`src/rtl/regfile_scoreboard.sv`:
```
// Multi-port register file with write-through bypass and a per-register
// pending-write scoreboard so hazard logic can see in-flight producers.

module regfile_rd_port #(
    parameter int DATA_W   = 32,
    parameter int ADDR_W   = 5,
    parameter int CNT_W    = 2,
    parameter int ZERO_REG = 1,
    parameter int DEPTH    = 1 << ADDR_W
) (
    input  logic [ADDR_W-1:0]                  i_addr,
    input  logic [DEPTH-1:0][DATA_W-1:0]       i_mem,
    input  logic [DEPTH-1:0][CNT_W-1:0]        i_cnt,
    input  logic                               i_wr_en,
    input  logic [ADDR_W-1:0]                  i_wr_addr,
    input  logic [DATA_W-1:0]                  i_wr_data,
    output logic [DATA_W-1:0]                  o_data,
    output logic                               o_busy
);
    logic              w_zero;
    logic              w_bypass;
    logic [CNT_W-1:0]  w_cnt;

    assign w_zero   = (ZERO_REG != 0) && (i_addr == '0);
    assign w_bypass = i_wr_en && (i_wr_addr == i_addr);
    assign w_cnt    = i_cnt[i_addr];

    always_comb begin
        o_data = i_mem[i_addr];
        if (w_bypass)
            o_data = i_wr_data;
        if (w_zero)
            o_data = '0;
    end

    // A same-cycle retire counts as already delivered since its data is bypassed.
    always_comb begin
        o_busy = 1'b0;
        if (!w_zero)
            o_busy = w_bypass ? (w_cnt > CNT_W'(1)) : (w_cnt != '0);
    end
endmodule

module regfile_scoreboard #(
    parameter int DATA_W   = 32,
    parameter int ADDR_W   = 5,
    parameter int NUM_RD   = 2,
    parameter int CNT_W    = 2,
    parameter int ZERO_REG = 1
) (
    input  logic                       clk,
    input  logic                       rst,
    input  logic [NUM_RD*ADDR_W-1:0]   rd_addr,
    output logic [NUM_RD*DATA_W-1:0]   rd_data,
    output logic [NUM_RD-1:0]          rd_busy,
    input  logic                       wr_en,
    input  logic [ADDR_W-1:0]          wr_addr,
    input  logic [DATA_W-1:0]          wr_data,
    input  logic                       iss_en,
    input  logic [ADDR_W-1:0]          iss_addr,
    input  logic                       flush,
    output logic                       sb_ovf
);
    localparam int DEPTH = 1 << ADDR_W;
    localparam logic [CNT_W-1:0] CNT_MAX = '1;

    logic [DEPTH-1:0][DATA_W-1:0] r_mem;
    logic [DEPTH-1:0][CNT_W-1:0]  w_cnt;
    logic [DEPTH-1:0]             w_ovf_hit;
    logic                         r_sb_ovf;
    logic                         w_wr_store;

    assign w_wr_store = wr_en && !((ZERO_REG != 0) && (wr_addr == '0));

    always_ff @(posedge clk) begin
        if (rst)
            r_mem <= '0;
        else if (w_wr_store)
            r_mem[wr_addr] <= wr_data;
    end

    for (genvar r = 0; r < DEPTH; r++) begin : g_cnt
        localparam bit TRACK = !((ZERO_REG != 0) && (r == 0));
        logic [CNT_W-1:0] r_cnt;
        logic             w_iss;
        logic             w_ret;
        logic             w_sat;

        assign w_iss        = iss_en && (iss_addr == ADDR_W'(r)) && TRACK;
        assign w_ret        = wr_en && (wr_addr == ADDR_W'(r));
        assign w_sat        = (r_cnt == CNT_MAX);
        // Issue+retire on the same register nets to zero, so it never overflows.
        assign w_ovf_hit[r] = w_iss && !w_ret && w_sat && !flush;
        assign w_cnt[r]     = r_cnt;

        always_ff @(posedge clk) begin
            if (rst || flush)
                r_cnt <= '0;
            else if (w_iss && !w_ret) begin
                if (!w_sat)
                    r_cnt <= r_cnt + 1'b1;
            end else if (w_ret && !w_iss && (r_cnt != '0))
                r_cnt <= r_cnt - 1'b1;
        end
    end

    always_ff @(posedge clk) begin
        if (rst)
            r_sb_ovf <= 1'b0;
        else if (|w_ovf_hit)
            r_sb_ovf <= 1'b1;
    end

    assign sb_ovf = r_sb_ovf;

    for (genvar i = 0; i < NUM_RD; i++) begin : g_rd
        regfile_rd_port #(
            .DATA_W   (DATA_W),
            .ADDR_W   (ADDR_W),
            .CNT_W    (CNT_W),
            .ZERO_REG (ZERO_REG),
            .DEPTH    (DEPTH)
        ) u_rd (
            .i_addr    (rd_addr[i*ADDR_W +: ADDR_W]),
            .i_mem     (r_mem),
            .i_cnt     (w_cnt),
            .i_wr_en   (wr_en),
            .i_wr_addr (wr_addr),
            .i_wr_data (wr_data),
            .o_data    (rd_data[i*DATA_W +: DATA_W]),
            .o_busy    (rd_busy[i])
        );
    end
endmodule
```
`config.mk`:
```
export PLATFORM = sky130hd
export DESIGN_NAME = regfile_scoreboard
export DESIGN_NICKNAME = d
export VERILOG_FILES = /design/src/rtl/regfile_scoreboard.sv
export SDC_FILE = /design/constraint.sdc
export NUM_CORES = 2
export LEC_CHECK = 0
export BUFFER_PORTS_ARGS = -buffer_cell sky130_fd_sc_hd__buf_2
export CAP_MARGIN = 20
export CORE_UTILIZATION = 50
export CTS_BUF_LIST = sky130_fd_sc_hd__clkbuf_8
export CTS_CLUSTER_SIZE = 28
export DETAILED_ROUTE_END_ITERATION = 12
export GPL_ROUTABILITY_DRIVEN = 0
export PLACE_DENSITY = 0.7
export SLEW_MARGIN = 20
export SYNTH_ARGS = -nofsm -noshare
export SYNTH_HDL_FRONTEND = slang
export SYNTH_SLANG_ARGS = --single-unit
```
`constraint.sdc`:
```
create_clock -name clk -period 2.7 [get_ports clk]
set_input_delay 0 -clock clk [delete_from_list [all_inputs] [get_ports clk]]
set_output_delay 0 -clock clk [all_outputs]
set_load 0.02 [all_outputs]
```
==> reports/summary.txt <==
Slew HR - 28.9%
worst setup margin - -0.287 ns
IO Count - 124
Max Cap Viol - 0
asr flop ratio synth - 0%
IO Port Bufs - 123
Post-synth EDFFs - 0
Yosys reg bits - 1,089
crit end category - output pin
vias in the first global route - 50,471
Yosys top cell area share - 38.5%
Max Fclk - 335 MHz
CTS tree - done
routed len/inst - 28.7 µm
Sequential Power Share - 46.4%
post-synth top area cell - dfxtp_1
worst hold margin - 0.00534 ns
chip width - 339 µm
largest net degree at the start of global routing - 141
post-synthesis sequential area ratio - 38.5%
number of vias per cell - 6.75
# nets final - 6,260
switching pwr - 9.44 mW
clk_skew - 0.0418 ns
DR vias - 53,025
metal3 WL - 34,600 µm
failing checks - setup timing
DRT met1 WL - 75,400 µm
pre-CTS setup slack - 0.141 ns
WL final - 225,000 µm
worst hold path type - in -> reg
DRC errors left - 0
Final Hold Fails - 0
grt total ovfl - 0
mapped cell area - 56,700 µm²
distinct cell type count after synthesis - 57
Fillers - 9,427
Die ar. - 115,000 µm²
CTS Buf Count - 183
Sw Ratio - 26.9%
Clock Sinks - 1,089
Max Used Layer - met5
first-pass GRT wire length - 329,000 µm
HPWL after detailed placement - 131,000 µm
gr usage total - 38.4%
syn avg cell area - 9.11 µm²
DR pass1 iterations - 9
clock share of power - 44.5%
reg2reg start - g_cnt[20].r_cnt[0]$_SDFFE_PP0P_
Slew Viols, Final - 0
DR iter-0 viols - 8,334
syn nets - 6,274
root buffer cell - clkbuf_8
Pwr Density - 534 nW/µm²
dpl cell area - 59,900 µm²
leakage - 21.5 nW
floorplan row count - 123
Reg clk slew, reported paths - 0.06 ns
clock buffer depth - 3
Slew @ Worst Pin - 1.06 ns
Register Area - 22,000 µm²
CP startpoint - r_mem[637]$_SDFFE_PP0P_
Comb power frac - 9.1%
initial antenna violation count - 3
Final min period - 2.99 ns
RSZ-0062 raised after global routing - yes
CP Data Required Time - 2.70 ns
Setup CP Type - reg -> out
Initial Util - 50.4%
Synth Flop Type - dfxtp_1
internal power - 25.6 mW
met2 wire len - 96,000 µm
Mapped Cells - 6,216
multi-input logic area - 33,000 µm²
fin cells - 7,851
placed cells - 7,432
hold_sp - wr_addr[3]
CORE AREA - 112,000 µm²
Critical Path Source Type - register
H-Tree Depth - 4
Worst EP arrival - 2.99 ns
status - finished with violations
Crit Path Max Fanout - 3
post-route cell area - 65,600 µm²
Synth Warn # - 0
Final Cycle Share - 111%
top-count cell post-synth - nand2_1
latest clock arrival within the worst-skew pair - 0.90 ns
top cells by area, synth - dfxtp_1 38%, mux4_2 26%, nand2_1 14%
Post-synth top cells - 2,161 x nand2_1, 1,089 x dfxtp_1, 1,043 x a21oi_1, 651 x mux4_2, 519 x clkbuf_1
Die Y - 339 µm
peak supply drop - 481 µV
Setup-failing EPs final - 58
Routed Antenna Nets - 0
Layout area overhead - 15.8%
fraction of layout cells with a size suffix above 1 - 26.4%
[cells by family after synthesis]
| family | share of synthesized area (%) |
|---|---|
| compound gates | 12.7 |
| mux | 26.6 |
| xor+xnor | 0.170 |
| simple gates | 17.3 |
| buf+inv | 4.71 |
| flops | 38.5 |
| fa+ha+maj | 0.0221 |
[through the flow]
stage | utilization [%] | TNS (ns) | power, mW
after floorplan | - | 0 | 18.4
after global placement | 53.3 | 0 | 19.5
after detailed placement | 53.3 | 0 | 19.5
after CTS | 58.1 | -7.98 | 34.9
after global routing | 58.4 | -8.82 | 35.8
final | 58.4 | -6.90 | 35.1
[critical path: stages, from the launching register on]
cell and delay (ns):
dfxtp_2 0.33, mux4_2 0.46, mux4_2 0.55, and3_4 0.21, a221o_2 0.38, buf_6 0.16
[per-layer routing]
metal,up-vias,track usage [%]
li1,21964,-
met1,25454,48.3
met4,2,28.0
met5,-,0
met2,4437,56.3
met3,1168,11.4
[state kept, by name, indices dropped and copies added (netlist names)]
register	count
r_mem	1024
g_cnt.r_cnt	64
sb_ovf	1
[final timing paths]
kind | to | slack, ns | cells after the start
worst max-delay path | rd_data[61] | -0.29 | 5
worst min register to register | r_mem[126]$_SDFFE_PP0P_ | 0.46 | 2
worst max register to register | sb_ovf$_SDFFE_PP0P_ | 1.05 | 6
worst min-delay path | g_cnt[0].r_cnt[1]$_SDFFE_PP0P_ | 0.005 | 6
[what timing repair did]
| action | 4_1_cts | 5_1_grt |
|---|---|---|
| endpoints found under the hold margin | 1085 | 0 |
| setup buffers | 22 | 9 |
| gates resized for setup | 312 | 98 |
| pin swaps | 27 | 16 |
| setup endpoints to repair | 65 | 66 |
| hold buffers | 56 | 0 |
[power groups by stage]
stage / Combinational [mW] / Sequential, mW / Clock, mW
floorplan: 1.85 / 16.6 / 0
global placement: 2.88 / 16.6 / 0
detailed placement: 2.91 / 16.6 / 0
CTS: 3.04 / 16.3 / 15.6
global route: 3.23 / 16.3 / 16.3
finish: 3.18 / 16.3 / 15.6
[area by class of cell]
class,instances,area share [%]
Multi-Input combinational cell,4464,50.3
Sequential cell,1089,33.6
Timing Repair Buffer,459,7.39
Clock buffer,232,4.87
Tap cell,1500,2.86
Clock inverter,97,1.01
Inverter,5,0.0286
Antenna cell,5,0.0191
[layout by cell type, fill, tap and decap left out, drive strengths merged, types with 30 or more instances in the layout]
master,Yosys,final
buf,112,403
and3,45,45
dfxtp,1089,1089
clkbuf,546,233
mux4,651,651
a221o,57,57
dlygate4sd3,0,55
nand3,43,43
a211oi,30,30
nor2,79,79
o21ai,65,65
inv,5,70
a21oi,1043,1043
o21a,31,31
nor2b,52,52
nand2,2161,2161
Note: power is estimated with default switching activity, not from simulation.
